--- src/rtl/uart_word_loader.sv ---
// ---------------------------------------------------------------------------
// uart_word_loader
//
// Receives a UART byte stream and packs WORD_BYTES bytes into one word. Each
// completed word is strobed for one cycle together with an auto-incrementing
// write address, so the outputs can drive an instruction-memory write port.
//
// Optional build macro: UART_PARITY_EN
//   defined   -> 8E1 frames, parity_err reports even-parity mismatches
//   undefined -> 8N1 frames, parity_err is constant 0
//
// Ports:
//   clk          system clock
//   rst          synchronous reset, active low
//   rx           asynchronous UART line, idle high
//   addr_clr     synchronous request to return word_addr to 0
//   word_out     last completed word (held until the next one)
//   word_valid   one-cycle strobe, word_out/word_addr valid
//   word_addr    address of the word currently strobed
//   frame_err    one-cycle pulse, stop bit read 0 (byte dropped)
//   timeout_err  one-cycle pulse, partial word discarded after idle time
//   parity_err   one-cycle pulse, parity mismatch (byte dropped)
// ---------------------------------------------------------------------------
module uart_word_loader #(
    parameter int CLKS_PER_BIT = 868,
    parameter int WORD_BYTES   = 4,
    parameter bit MSB_FIRST    = 1,
    parameter int ADDR_W       = 10,
    parameter int TIMEOUT_CLKS = 100000
) (
    input  logic                    clk,
    input  logic                    rst,
    input  logic                    rx,
    input  logic                    addr_clr,
    output logic [8*WORD_BYTES-1:0] word_out,
    output logic                    word_valid,
    output logic [ADDR_W-1:0]       word_addr,
    output logic                    frame_err,
    output logic                    timeout_err,
    output logic                    parity_err
);

    localparam int CNT_W = $clog2(CLKS_PER_BIT);
    localparam int HALF  = CLKS_PER_BIT / 2;
    localparam int BI_W  = (WORD_BYTES > 1) ? $clog2(WORD_BYTES) : 1;
    localparam int TO_W  = $clog2(TIMEOUT_CLKS + 1);

`ifdef UART_PARITY_EN
    typedef enum logic [2:0] {S_IDLE, S_START, S_DATA, S_PARITY, S_STOP} state_t;
`else
    typedef enum logic [1:0] {S_IDLE, S_START, S_DATA, S_STOP} state_t;
`endif

    state_t                  state_reg;
    logic                    rx_meta_reg;
    logic                    rx_sync_reg;
    logic [CNT_W-1:0]        clk_cnt_reg;
    logic [2:0]              bit_idx_reg;
    logic [7:0]              shift_reg;
    logic [BI_W-1:0]         byte_idx_reg;
    logic [TO_W-1:0]         to_cnt_reg;
    logic [8*WORD_BYTES-1:0] word_buf_reg;
    logic [8*WORD_BYTES-1:0] word_out_reg;
    logic [8*WORD_BYTES-1:0] word_next;
    logic [ADDR_W-1:0]       addr_reg;
    logic                    valid_reg;
    logic                    frame_err_reg;
    logic                    timeout_err_reg;
    logic                    bit_end;
    logic                    half_end;
    logic                    stop_sample;
    logic                    byte_ok;
    logic                    last_slot;

    assign bit_end     = (clk_cnt_reg == CNT_W'(CLKS_PER_BIT - 1));
    assign half_end    = (clk_cnt_reg == CNT_W'(HALF - 1));
    assign stop_sample = (state_reg == S_STOP) && bit_end;
    assign last_slot   = (byte_idx_reg == BI_W'(WORD_BYTES - 1));

`ifdef UART_PARITY_EN
    logic par_bad_reg;
    logic parity_err_reg;
    assign byte_ok    = stop_sample && rx_sync_reg && !par_bad_reg;
    assign parity_err = parity_err_reg;
`else
    assign byte_ok    = stop_sample && rx_sync_reg;
    assign parity_err = 1'b0;
`endif

    // Merge the byte just received into its slot of the assembly buffer.
    // Slot placement depends on byte order; all other slots pass through.
    genvar gi;
    generate
        for (gi = 0; gi < WORD_BYTES; gi = gi + 1) begin : g_slot
            localparam int LSB = MSB_FIRST ? 8 * (WORD_BYTES - 1 - gi) : 8 * gi;
            assign word_next[LSB +: 8] = (byte_idx_reg == BI_W'(gi)) ?
                                         shift_reg : word_buf_reg[LSB +: 8];
        end
    endgenerate

    always_ff @(posedge clk) begin
        if (!rst) begin
            state_reg       <= S_IDLE;
            rx_meta_reg     <= 1'b1;
            rx_sync_reg     <= 1'b1;
            clk_cnt_reg     <= '0;
            bit_idx_reg     <= '0;
            shift_reg       <= '0;
            byte_idx_reg    <= '0;
            to_cnt_reg      <= '0;
            word_buf_reg    <= '0;
            word_out_reg    <= '0;
            addr_reg        <= '0;
            valid_reg       <= 1'b0;
            frame_err_reg   <= 1'b0;
            timeout_err_reg <= 1'b0;
`ifdef UART_PARITY_EN
            par_bad_reg     <= 1'b0;
            parity_err_reg  <= 1'b0;
`endif
        end else begin
            rx_meta_reg     <= rx;
            rx_sync_reg     <= rx_meta_reg;
            valid_reg       <= 1'b0;
            frame_err_reg   <= 1'b0;
            timeout_err_reg <= 1'b0;
`ifdef UART_PARITY_EN
            parity_err_reg  <= 1'b0;
`endif

            // ---------------- receiver ----------------
            case (state_reg)
                S_IDLE: begin
                    clk_cnt_reg <= '0;
                    if (!rx_sync_reg) state_reg <= S_START;
                end
                S_START: begin
                    if (half_end) begin
                        // A line that is high again at mid start bit was a glitch.
                        clk_cnt_reg <= '0;
                        bit_idx_reg <= '0;
                        state_reg   <= rx_sync_reg ? S_IDLE : S_DATA;
                    end else begin
                        clk_cnt_reg <= clk_cnt_reg + CNT_W'(1);
                    end
                end
                S_DATA: begin
                    if (bit_end) begin
                        clk_cnt_reg <= '0;
                        shift_reg   <= {rx_sync_reg, shift_reg[7:1]};
                        bit_idx_reg <= bit_idx_reg + 3'd1;
                        if (bit_idx_reg == 3'd7) begin
`ifdef UART_PARITY_EN
                            state_reg <= S_PARITY;
`else
                            state_reg <= S_STOP;
`endif
                        end
                    end else begin
                        clk_cnt_reg <= clk_cnt_reg + CNT_W'(1);
                    end
                end
`ifdef UART_PARITY_EN
                S_PARITY: begin
                    if (bit_end) begin
                        clk_cnt_reg <= '0;
                        par_bad_reg <= (^shift_reg) ^ rx_sync_reg;
                        state_reg   <= S_STOP;
                    end else begin
                        clk_cnt_reg <= clk_cnt_reg + CNT_W'(1);
                    end
                end
`endif
                S_STOP: begin
                    if (bit_end) begin
                        // Back to IDLE at mid stop bit so the next start edge is not missed.
                        clk_cnt_reg <= '0;
                        state_reg   <= S_IDLE;
                        if (!rx_sync_reg) frame_err_reg <= 1'b1;
`ifdef UART_PARITY_EN
                        else if (par_bad_reg) parity_err_reg <= 1'b1;
`endif
                    end else begin
                        clk_cnt_reg <= clk_cnt_reg + CNT_W'(1);
                    end
                end
                default: state_reg <= S_IDLE;
            endcase

            // ---------------- assembler / timeout ----------------
            // An accepted byte has priority over a timeout in the same cycle.
            if (byte_ok) begin
                word_buf_reg <= word_next;
                to_cnt_reg   <= '0;
                if (last_slot) begin
                    word_out_reg <= word_next;
                    valid_reg    <= 1'b1;
                end else begin
                    byte_idx_reg <= byte_idx_reg + BI_W'(1);
                end
            end else if (stop_sample) begin
                // Rejected byte (framing or parity) also discards the partial word.
                byte_idx_reg <= '0;
                to_cnt_reg   <= '0;
            end else if (valid_reg) begin
                byte_idx_reg <= '0;
                to_cnt_reg   <= '0;
            end else if (byte_idx_reg == '0) begin
                to_cnt_reg <= '0;
            end else if (to_cnt_reg == TO_W'(TIMEOUT_CLKS - 1)) begin
                byte_idx_reg    <= '0;
                to_cnt_reg      <= '0;
                timeout_err_reg <= 1'b1;
            end else begin
                to_cnt_reg <= to_cnt_reg + TO_W'(1);
            end

            // ---------------- address ----------------
            // The strobed word keeps its address; the clear affects the next one.
            if (addr_clr)       addr_reg <= '0;
            else if (valid_reg) addr_reg <= addr_reg + ADDR_W'(1);
        end
    end

    assign word_out    = word_out_reg;
    assign word_valid  = valid_reg;
    assign word_addr   = addr_reg;
    assign frame_err   = frame_err_reg;
    assign timeout_err = timeout_err_reg;

endmodule

--- config.mk ---
export PLATFORM = sky130hd
export DESIGN_NAME = uart_word_loader
export DESIGN_NICKNAME = d
export VERILOG_FILES = /design/src/rtl/uart_word_loader.sv
export SDC_FILE = /design/constraint.sdc
export NUM_CORES = 1
export LEC_CHECK = 0
export BUFFER_PORTS_ARGS = -buffer_cell sky130_fd_sc_hd__buf_2
export CAP_MARGIN = 20
export CORE_UTILIZATION = 58
export DETAILED_ROUTE_END_ITERATION = 7
export PLACE_DENSITY = 0.76
export SYNTH_ARGS = -nofsm -noshare
export SYNTH_HDL_FRONTEND = slang
export SYNTH_SLANG_ARGS = --single-unit
--- constraint.sdc ---
create_clock -name clk -period 2.05 [get_ports clk]
set_input_delay 0.41 -clock clk [delete_from_list [all_inputs] [get_ports clk]]
set_output_delay 0.41 -clock clk [all_outputs]
set_load 0.02 [all_outputs]
==> flow_summary.json, run 1 <==
{
  "multi_input_area_um2": 2381,
  "crit_arrival_ps": 2240,
  "via_count": 4119,
  "root_buffer": "clkbuf_8",
  "fin_crit_ps": 1836,
  "syn-cell-area_um2": 4947,
  "worst_path_largest_cell_delay_ps": 370,
  "critPathTopFamily": "simple AND/OR/NAND/NOR gates",
  "regArea_um2": 2263,
  "pin_count": 50,
  "post_drt_wl_per_cell_um": 15.32,
  "ys_types": 47,
  "timing.rr.start": "clk_cnt_reg[1]$_SDFF_PN0_",
  "clock_latency_ps": 510,
  "overflow": 0,
  "core_area_um2": 8217,
  "wl_met1_mm": 4.819,
  "crit_type": "flop to flop",
  "hold_depth": 2,
  "antenna_found_initial": 0,
  "final_cell_mix": "dfxtp_1 (112), a21oi_1 (74), buf_2 (48)",
  "leakage_uw": 0.002061,
  "syn_nets": 577,
  "maxCapViolations": 0,
  "hp-class": "input port to flop",
  "r2r_cells": 6,
  "first_iter_violations": 214,
  "hold_viol_final": 0,
  "synth_ff_type": "dfxtp_1",
  "final_common_cell": "dfxtp_1",
  "area_delta_synth_final_pct": 17.27,
  "synthArstFlopShare": 0,
  "cts_tree": "done",
  "placed_area_um2": 5204,
  "crit_fanout": 10,
  "final_cell_area_um2": 5802,
  "vias_per_cell": 5.777,
  "io_buffers": 48,
  "synth_edf_count": 0,
  "avgSynthCellArea_um2": 8.787,
  "ys_warn_count": 0,
  "fp.dieArea_um2": 8903,
  "ctsHoldBuffers": 0,
  "r2r_slack_ps": 210,
  "powerDensity_nw_per_um2": 887.3,
  "grtUsageTotal": 0.2606,
  "yosys-top-cells-area": "dfxtp_1 (46%), a21oi_1 (7.5%), mux2i_1 (5.1%)",
  "cpMaxStageDelayCell": "dfxtp_1",
  "setup-tns-final_ps": 0,
  "highest_layer": "met4",
  "cts_buffer_depth": 2,
  "ir_worst_vdd_v": 0.0007261,
  "maxSlewViolCount": 0,
  "rsz0062_at_grt": "no",
  "wl_mm": 10.93,
  "fmax_ghz": 0.5446,
  "dr.pass1.iters": 5,
  "ant_nets": 0,
  "fin_nets": 609,
  "grt_max_degree": 50,
  "clock_sinks": 113,
  "setup_viol_count_final": 0,
  "synth_largest_area_cell": "dfxtp_1",
  "largest_reg_flops": 32,
  "die_h_um": 94.36,
  "start_kind": "flop",
  "drcViolationCount": 0,
  "num_antenna_cells": 0,
  "htree_levels": 4,
  "worstHoldStart": "rx",
  "layout-drive-gt1-share": 0.1711,
  "finalClockSkew_ps": 3.809,
  "start_util": 0.6021,
  "worst_setup_path_end_kind": "flop",
  "cp_data_required_time_ps": 2450,
  "dp_hpwl_mm": 7.006,
  "synth.top_cell.area_share": 0.4573,
  "cts_made_buffers": 17,
  "syn_inst": 563,
  "ys_ff_latch": 113,
  "grt_pass1_vias": 3732,
  "dr_wl_met2_mm": 5.430,
  "rows": 33,
  "hold_end": "rx_meta_reg$_SDFF_PN1_",
  "die_x_um": 94.36,
  "gp_congestion": 0.8657,
  "cp_num_buf_inv": 1,
  "crit_start": "clk_cnt_reg[1]$_SDFF_PN0_",
  "wl_met3_um": 562,
  "outcome": "finished, final reports clean",
  "fill_cells": 642,
  "path_clk_slew_ps": 60,
  "grt_pass1_wl_mm": 17.92,
  "reg2reg_to": "to_cnt_reg[14]$_SDFF_PP0_",
  "finalCritPeriodShare": 0.8957,
  "yosysSeqAreaShare": 0.4573,
  "crit_chain": "ha_1 -> and4b_1 -> nand3_2 -> o2111ai_2 -> buf_4 -> o21ba_1",
  "whs_ps": 95.68
}
how the worst max path moves through the flow:
stage                                         endpoint  slack, ps  depth (start not counted)
final                        to_cnt_reg[14]$_SDFF_PP0_        210                          6
after detailed placement     to_cnt_reg[14]$_SDFF_PP0_        190                          6
after floorplan               to_cnt_reg[7]$_SDFF_PP0_        270                          6
after CTS                    to_cnt_reg[14]$_SDFF_PP0_        130                          6
after global routing      byte_idx_reg[1]$_SDFFE_PN0P_         40                          7
after global placement       to_cnt_reg[14]$_SDFF_PP0_        260                          6
metrics by stage:
| stage | instances | setup slack [ps] | utilization | total power [uW] |
|---|---|---|---|---|
| floorplan | 563 | 267.1 | - | 2279 |
| global placement | 681 | 261.5 | 0.6333 | 2289 |
| detailed placement | 681 | 191.1 | 0.6333 | 2289 |
| CTS | 713 | 129.7 | 0.7053 | 5191 |
| global route | 713 | 43.22 | 0.7061 | 5308 |
| finish | 713 | 213.9 | 0.7061 | 5148 |
worst reg2reg max path: stages (launching register included):
cell       delay [ps]
dfxtp_1           370
ha_1              180
and4b_1           350
nand3_2           180
o2111ai_2         280
buf_4             220
o21ba_1           160
cell usage after synthesis (all sizes together), types with 5 or more instances:
master / instances
buf: 26
dfxtp: 113
and3: 6
a211oi: 26
inv: 15
nand2: 28
nor2: 43
nand4: 13
nor4: 6
nand2b: 5
xor2: 13
ha: 10
clkbuf: 24
o21ai: 36
nand3: 48
nor3: 5
xnor2: 15
mux2i: 25
a21oi: 74
cells by family (layout without fill, tap and decap cells):
kind of cell / count (synthesis) / in the layout / synth area share
other: 1 / 1 / 0.0007580
buffers and inverters: 65 / 110 / 0.06247
muxes: 25 / 25 / 0.05058
AOI/OAI and AO/OA: 148 / 148 / 0.1722
and+or+nand+nor: 173 / 173 / 0.1818
DFF: 113 / 113 / 0.4573
xor gates and xnor gates: 28 / 28 / 0.04957
adders and majority gates: 10 / 10 / 0.02529
layer usage:
| layer | up-vias | GRT usage |
|---|---|---|
| met3 | 10 | 0.08132 |
| li1 | 2066 | - |
| met1 | 1921 | 0.3239 |
| met2 | 122 | 0.4257 |
| met4 | 0 | 0.09103 |
| met5 | - | 0 |
repair_timing:
item	4_1_cts	5_1_grt
resized for setup	0	2
endpoints found under the setup margin	0	2
endpoints found under the hold margin	0	0
setup buffers	0	0
power by group:
| part | leakage [uW] | total, uW | switching [uW] | internal (uW) |
|---|---|---|---|---|
| clock | 0.000287 | 2910 | 1030 | 1880 |
| sequential | 0.000911 | 2200 | 2.99 | 2200 |
| combinational | 0.000864 | 39.8 | 31.6 | 8.15 |
cell type report:
class | count | share of cell area
Timing Repair Buffer | 63 | 0.06513
Sequential cell | 113 | 0.3901
Inverter | 15 | 0.009705
Tap cell | 105 | 0.02264
Clock inverter | 14 | 0.02825
Multi-Input combinational cell | 385 | 0.4104
Clock buffer | 18 | 0.07375
(Power assumes the default switching activity.)
==> inputs of run 2 (changes only) <==
- REMOVE_ABC_BUFFERS: unset -> 1
==> run 2 against run 1 <==
Net effect: sequential share of layout area about the same; count of clock-buffer cells in the layout grew 3; first-iteration DRC count increased by 27%; clock skew rose by 7.1 ps; largest power group unchanged; worst setup slack worse by 88 ps; sequential power about the same; worst hold slack improved by 25 ps; final cell count down 0.14%; register-to-register slack lost 90 ps.
==> flow_summary.json, run 2 (synthesis gave the netlist of run 1 again) <==
{
  "outcome": "finished, final reports clean",
  "root_buffer": "clkbuf_8",
  "swShare": 0.1997,
  "cts_tree": "done",
  "combPwrFrac": 0.007,
  "finalClockSkew_ps": 10.93,
  "grt_max_degree": 74,
  "grtUsageTotal": 0.2617,
  "r2r_cells": 5,
  "cp_data_required_time_ps": 2480,
  "grt_pass1_vias": 3915,
  "die_h_um": 94.36,
  "setup-tns-final_ps": 0,
  "io_buffers": 48,
  "worst_pin_slew_ps": 744.4,
  "num_antenna_cells": 0,
  "clock_latency_ps": 510,
  "via_count": 4222,
  "start_kind": "flop",
  "crit_start": "clk_cnt_reg[0]$_SDFF_PN0_",
  "start_util": 0.6021,
  "rows": 33,
  "gp_congestion": 0.7975,
  "cts_buffer_depth": 2,
  "switchingPower_uw": 1033,
  "maxCapViolations": 0,
  "finalCritPeriodShare": 0.9388,
  "maxSlewViolCount": 0,
  "worst_slack_ps": 125.5,
  "cts_made_buffers": 17,
  "wl_mm": 11.09,
  "core_area_um2": 8217,
  "largest_reg_flops": 32,
  "drcViolationCount": 0,
  "r2r_slack_ps": 130,
  "timing.rr.start": "clk_cnt_reg[0]$_SDFF_PN0_",
  "ctsHoldBuffers": 0,
  "antenna_found_initial": 0,
  "htree_levels": 4,
  "dp_slack_ps": 107.7,
  "slew_headroom": 0.5037,
  "leakage_uw": 0.002055,
  "area_delta_synth_final_pct": 17.17,
  "p_int_uw": 4139,
  "vias_per_cell": 5.930,
  "first_iter_violations": 272,
  "ir_worst_vdd_v": 0.0008437,
  "fin_nets": 608,
  "path_clk_slew_ps": 50,
  "fin_util": 0.7055,
  "final_common_cell": "dfxtp_1",
  "die_x_um": 94.36,
  "fin_crit_ps": 1924,
  "fp.dieArea_um2": 8903,
  "pin_count": 50,
  "p_clk_frac": 0.567,
  "post_drt_wl_per_cell_um": 15.57,
  "hold_viol_final": 0,
  "clock_sinks": 113,
  "dr.pass1.iters": 5,
  "final_cell_mix": "dfxtp_1 (113), a21oi_1 (74), nand3_1 (48), buf_2 (48), nor2_1 (42)",
  "ant_nets": 0,
  "crit_arrival_ps": 2360,
  "layout-drive-gt1-share": 0.1697,
  "fmax_ghz": 0.5196,
  "dp_hpwl_mm": 6.979,
  "setup_viol_count_final": 0,
  "worst_setup_path_end_kind": "flop",
  "overflow": 0,
  "grt_pass1_wl_mm": 18.42,
  "crit_type": "flop to flop",
  "hp-class": "input port to flop",
  "sequentialPowerShare": 0.426,
  "crit_fanout": 5,
  "powerDensity_nw_per_um2": 892.2
}
## run 2: timing repair
item / 4_1_cts / 5_1_grt
setup buffers: 0 / 1
setup endpoints to repair: 0 / 69
gates resized for setup: 0 / 3
## run 2: through the flow
stage / instance area [um^2] / total power [uW] / hold slack (ps) / std cells
2_1_floorplan: 4695 / 2272 / 386.3 / 513
3_3_place_gp: 5189 / 2286 / 392.4 / 679
3_5_place_dp: 5189 / 2287 / 405.3 / 679
4_1_cts: 5783 / 5197 / 99.86 / 711
5_1_grt: 5797 / 5311 / 104.3 / 712
6_report: 5797 / 5172 / 120.7 / 712
## run 2: worst min-delay path by stage
stage	cells after the start	end	from	slack, ps
3_3_place_gp	1	rx_sync_reg$_SDFF_PN1_	rx_meta_reg$_SDFF_PN1_	390
5_1_grt	2	rx_meta_reg$_SDFF_PN1_	rx	100
3_5_place_dp	1	rx_sync_reg$_SDFF_PN1_	rx_meta_reg$_SDFF_PN1_	410
4_1_cts	2	rx_meta_reg$_SDFF_PN1_	rx	100
2_1_floorplan	1	rx_sync_reg$_SDFF_PN1_	rx_meta_reg$_SDFF_PN1_	390
6_report	2	rx_meta_reg$_SDFF_PN1_	rx	120
## run 2: critical path, stage by stage, from the launching register on
cell,delay [ps]
dfxtp_1,400
ha_1,180
nor4bb_1,370
or4b_4,550
or2_0,220
a21oi_1,130
## run 2: layer usage
layer  up-vias  global-route usage  part of all wire
met5         -                   0                 0
met4         0             0.08718             0.015
met3        17             0.06924             0.053
met2       133              0.4553              0.50
met1      2008              0.3113              0.43
li1       2064                   -                 -
## run 2: cell type report
class | instances | area, um^2
flip-flops and latches | 113 | 2262
multi-input cells | 385 | 2382
inverters | 15 | 56.30
well taps | 105 | 131.4
fillers | 628 | 2420
clock inverters | 11 | 135.1
repair buffers | 62 | 370.4
clock buffers | 21 | 459.2
## run 2: power by group through the flow
stage	clock network, uW	registers, uW	logic (uW)
after detailed placement	0	2250	37.9
final	2930	2200	38.8
after global routing	3070	2200	42.2
after floorplan	0	2250	23.3
after global placement	0	2250	37.0
after CTS	2960	2200	38.2
==> inputs of run 3 (changes only) <==
- GPL_TIMING_DRIVEN: unset -> 0
==> run 3 against run 2 <==
Net effect: sequential share of layout area shrank 0.59 points; cell area grew 1.5%; flip-flop and latch count is the same; non-clock buffer count grew 1; via count grew 0.59%; largest cell class unchanged; worst hold slack lost 42 ps; count of clock-buffer cells in the layout grew 5; final cell count grew 0.28%; first-iteration DRC count grew 8.5%; wire length grew 5.9%; clock power shrank 6%.
==> flow_summary.json, run 3 (synthesis gave the netlist of run 1 again) <==
{
  "htree_levels": 4,
  "via_count": 4247,
  "crit_fanout": 7,
  "outcome": "finished, final reports clean",
  "ctsHoldBuffers": 0,
  "die_x_um": 94.36,
  "cp_data_required_time_ps": 2500,
  "final_cell_mix": "dfxtp_1 (113), a21oi_1 (74), buf_2 (49)",
  "fin_nets": 611,
  "crit_type": "flop to flop",
  "slew_headroom": 0.4773,
  "crit_arrival_ps": 2390,
  "fp.dieArea_um2": 8903,
  "fmax_ghz": 0.5152,
  "powerDensity_nw_per_um2": 846.5,
  "ir_worst_vdd_v": 0.0005480,
  "start_util": 0.6021,
  "worst_path_largest_cell_delay_ps": 400,
  "io_buffers": 48,
  "cts_buffer_depth": 2,
  "root_buffer": "clkbuf_8",
  "rsz0062_at_grt": "yes",
  "drcViolationCount": 0,
  "dp_hpwl_mm": 6.849,
  "first_iter_violations": 295,
  "wl_mm": 11.74,
  "gp_congestion": 0.8102,
  "cts_made_buffers": 17,
  "fin_util": 0.7163,
  "area_delta_synth_final_pct": 18.97,
  "layout-drive-gt1-share": 0.1773,
  "cpMaxStageDelayCell": "dfxtp_1",
  "rows": 33,
  "finalClockSkew_ps": 7.524,
  "grt_max_degree": 51,
  "largest_reg_flops": 32,
  "final_common_cell": "dfxtp_1",
  "post_drt_wl_per_cell_um": 16.45,
  "fin_crit_ps": 1941,
  "grt_pass1_vias": 3921,
  "maxCapViolations": 0,
  "worst_setup_path_end_kind": "flop",
  "clock_sinks": 113,
  "path_clk_slew_ps": 50,
  "setup-tns-final_ps": 0,
  "grt_pass1_wl_mm": 18.63,
  "finalCritPeriodShare": 0.9468,
  "worst_pin_slew_ps": 784.0,
  "hp-class": "input port to flop",
  "cts_tree": "done",
  "r2r_slack_ps": 110,
  "pin_count": 50,
  "overflow": 0,
  "setup_viol_count_final": 0,
  "hold_viol_final": 0,
  "start_kind": "flop",
  "maxSlewViolCount": 0,
  "crit_chain": "ha_2 -> nand4b_1 -> nor4_4 -> buf_4 -> buf_4 -> buf_4 -> nand3_1 -> a21oi_1",
  "ant_nets": 0,
  "antenna_found_initial": 0,
  "die_h_um": 94.36,
  "num_antenna_cells": 0,
  "dr.pass1.iters": 5,
  "path_common_cell": "buf_4",
  "core_area_um2": 8217,
  "vias_per_cell": 5.948,
  "leakage_uw": 0.002074,
  "clock_latency_ps": 520,
  "grtUsageTotal": 0.2700
}
[run 3: repair_timing]
action | in CTS | in global routing
setup endpoints to repair | 76 | 50
buffers inserted | 5 | 4
pin swaps | 4 | 4
gates cloned | 1 | 2
gates resized for setup | 7 | 7
[run 3: final timing paths]
path,cells past startpoint,from,endpoint
max reg2reg,8,clk_cnt_reg[0]$_SDFF_PN0_,word_buf_reg[19]$_SDFFE_PN0P_
max,8,clk_cnt_reg[0]$_SDFF_PN0_,word_buf_reg[19]$_SDFFE_PN0P_
min,2,rx,rx_meta_reg$_SDFF_PN1_
min reg2reg,1,rx_meta_reg$_SDFF_PN1_,rx_sync_reg$_SDFF_PN1_
[run 3: area by class of cell]
cell class,count,area (um^2)
clock buffers,26,508.0
inverters,15,56.30
fillers,654,2331
flip-flops and latches,113,2262
repair buffers,63,426.7
clock inverters,5,50.05
multi-input cells,387,2451
well taps,105,131.4
[run 3: routing by layer]
| layer | vias up | wire length (um) | global-route usage |
|---|---|---|---|
| met5 | - | 0 | 0 |
| met4 | 0 | 173 | 0.09231 |
| met3 | 21 | 671 | 0.07568 |
| met2 | 163 | 5856 | 0.4607 |
| met1 | 1989 | 5042 | 0.3251 |
| li1 | 2074 | - | - |
[run 3: critical path, delay by kind of cell (launching register included)]
| kind | cells | cell delay (ps) |
|---|---|---|
| adder cells (fa/ha/maj) | 1 | 270 |
| buffers and inverters | 3 | 420 |
| AND/OR/NAND/NOR | 3 | 570 |
| flip-flops | 1 | 400 |
| AO/OA/AOI/OAI | 1 | 190 |
[run 3: through the flow]
stage,hold slack (ps),total power (uW),worst slack [ps],cells,area (um^2)
after floorplan,386.3,2272,-479.7,513,4695
after global placement,396.6,2285,-1488,666,5066
after detailed placement,424.2,2290,-909.6,671,5155
after CTS,66.40,4994,20.68,708,5786
after global routing,56.07,5130,-17.01,714,5886
final,78.47,4982,109.1,714,5886
[run 3: power breakdown]
group	switching [uW]	total [uW]	internal, uW
clock network	953	2740	1780
registers	3.02	2200	2200
logic	32.5	42.2	9.63
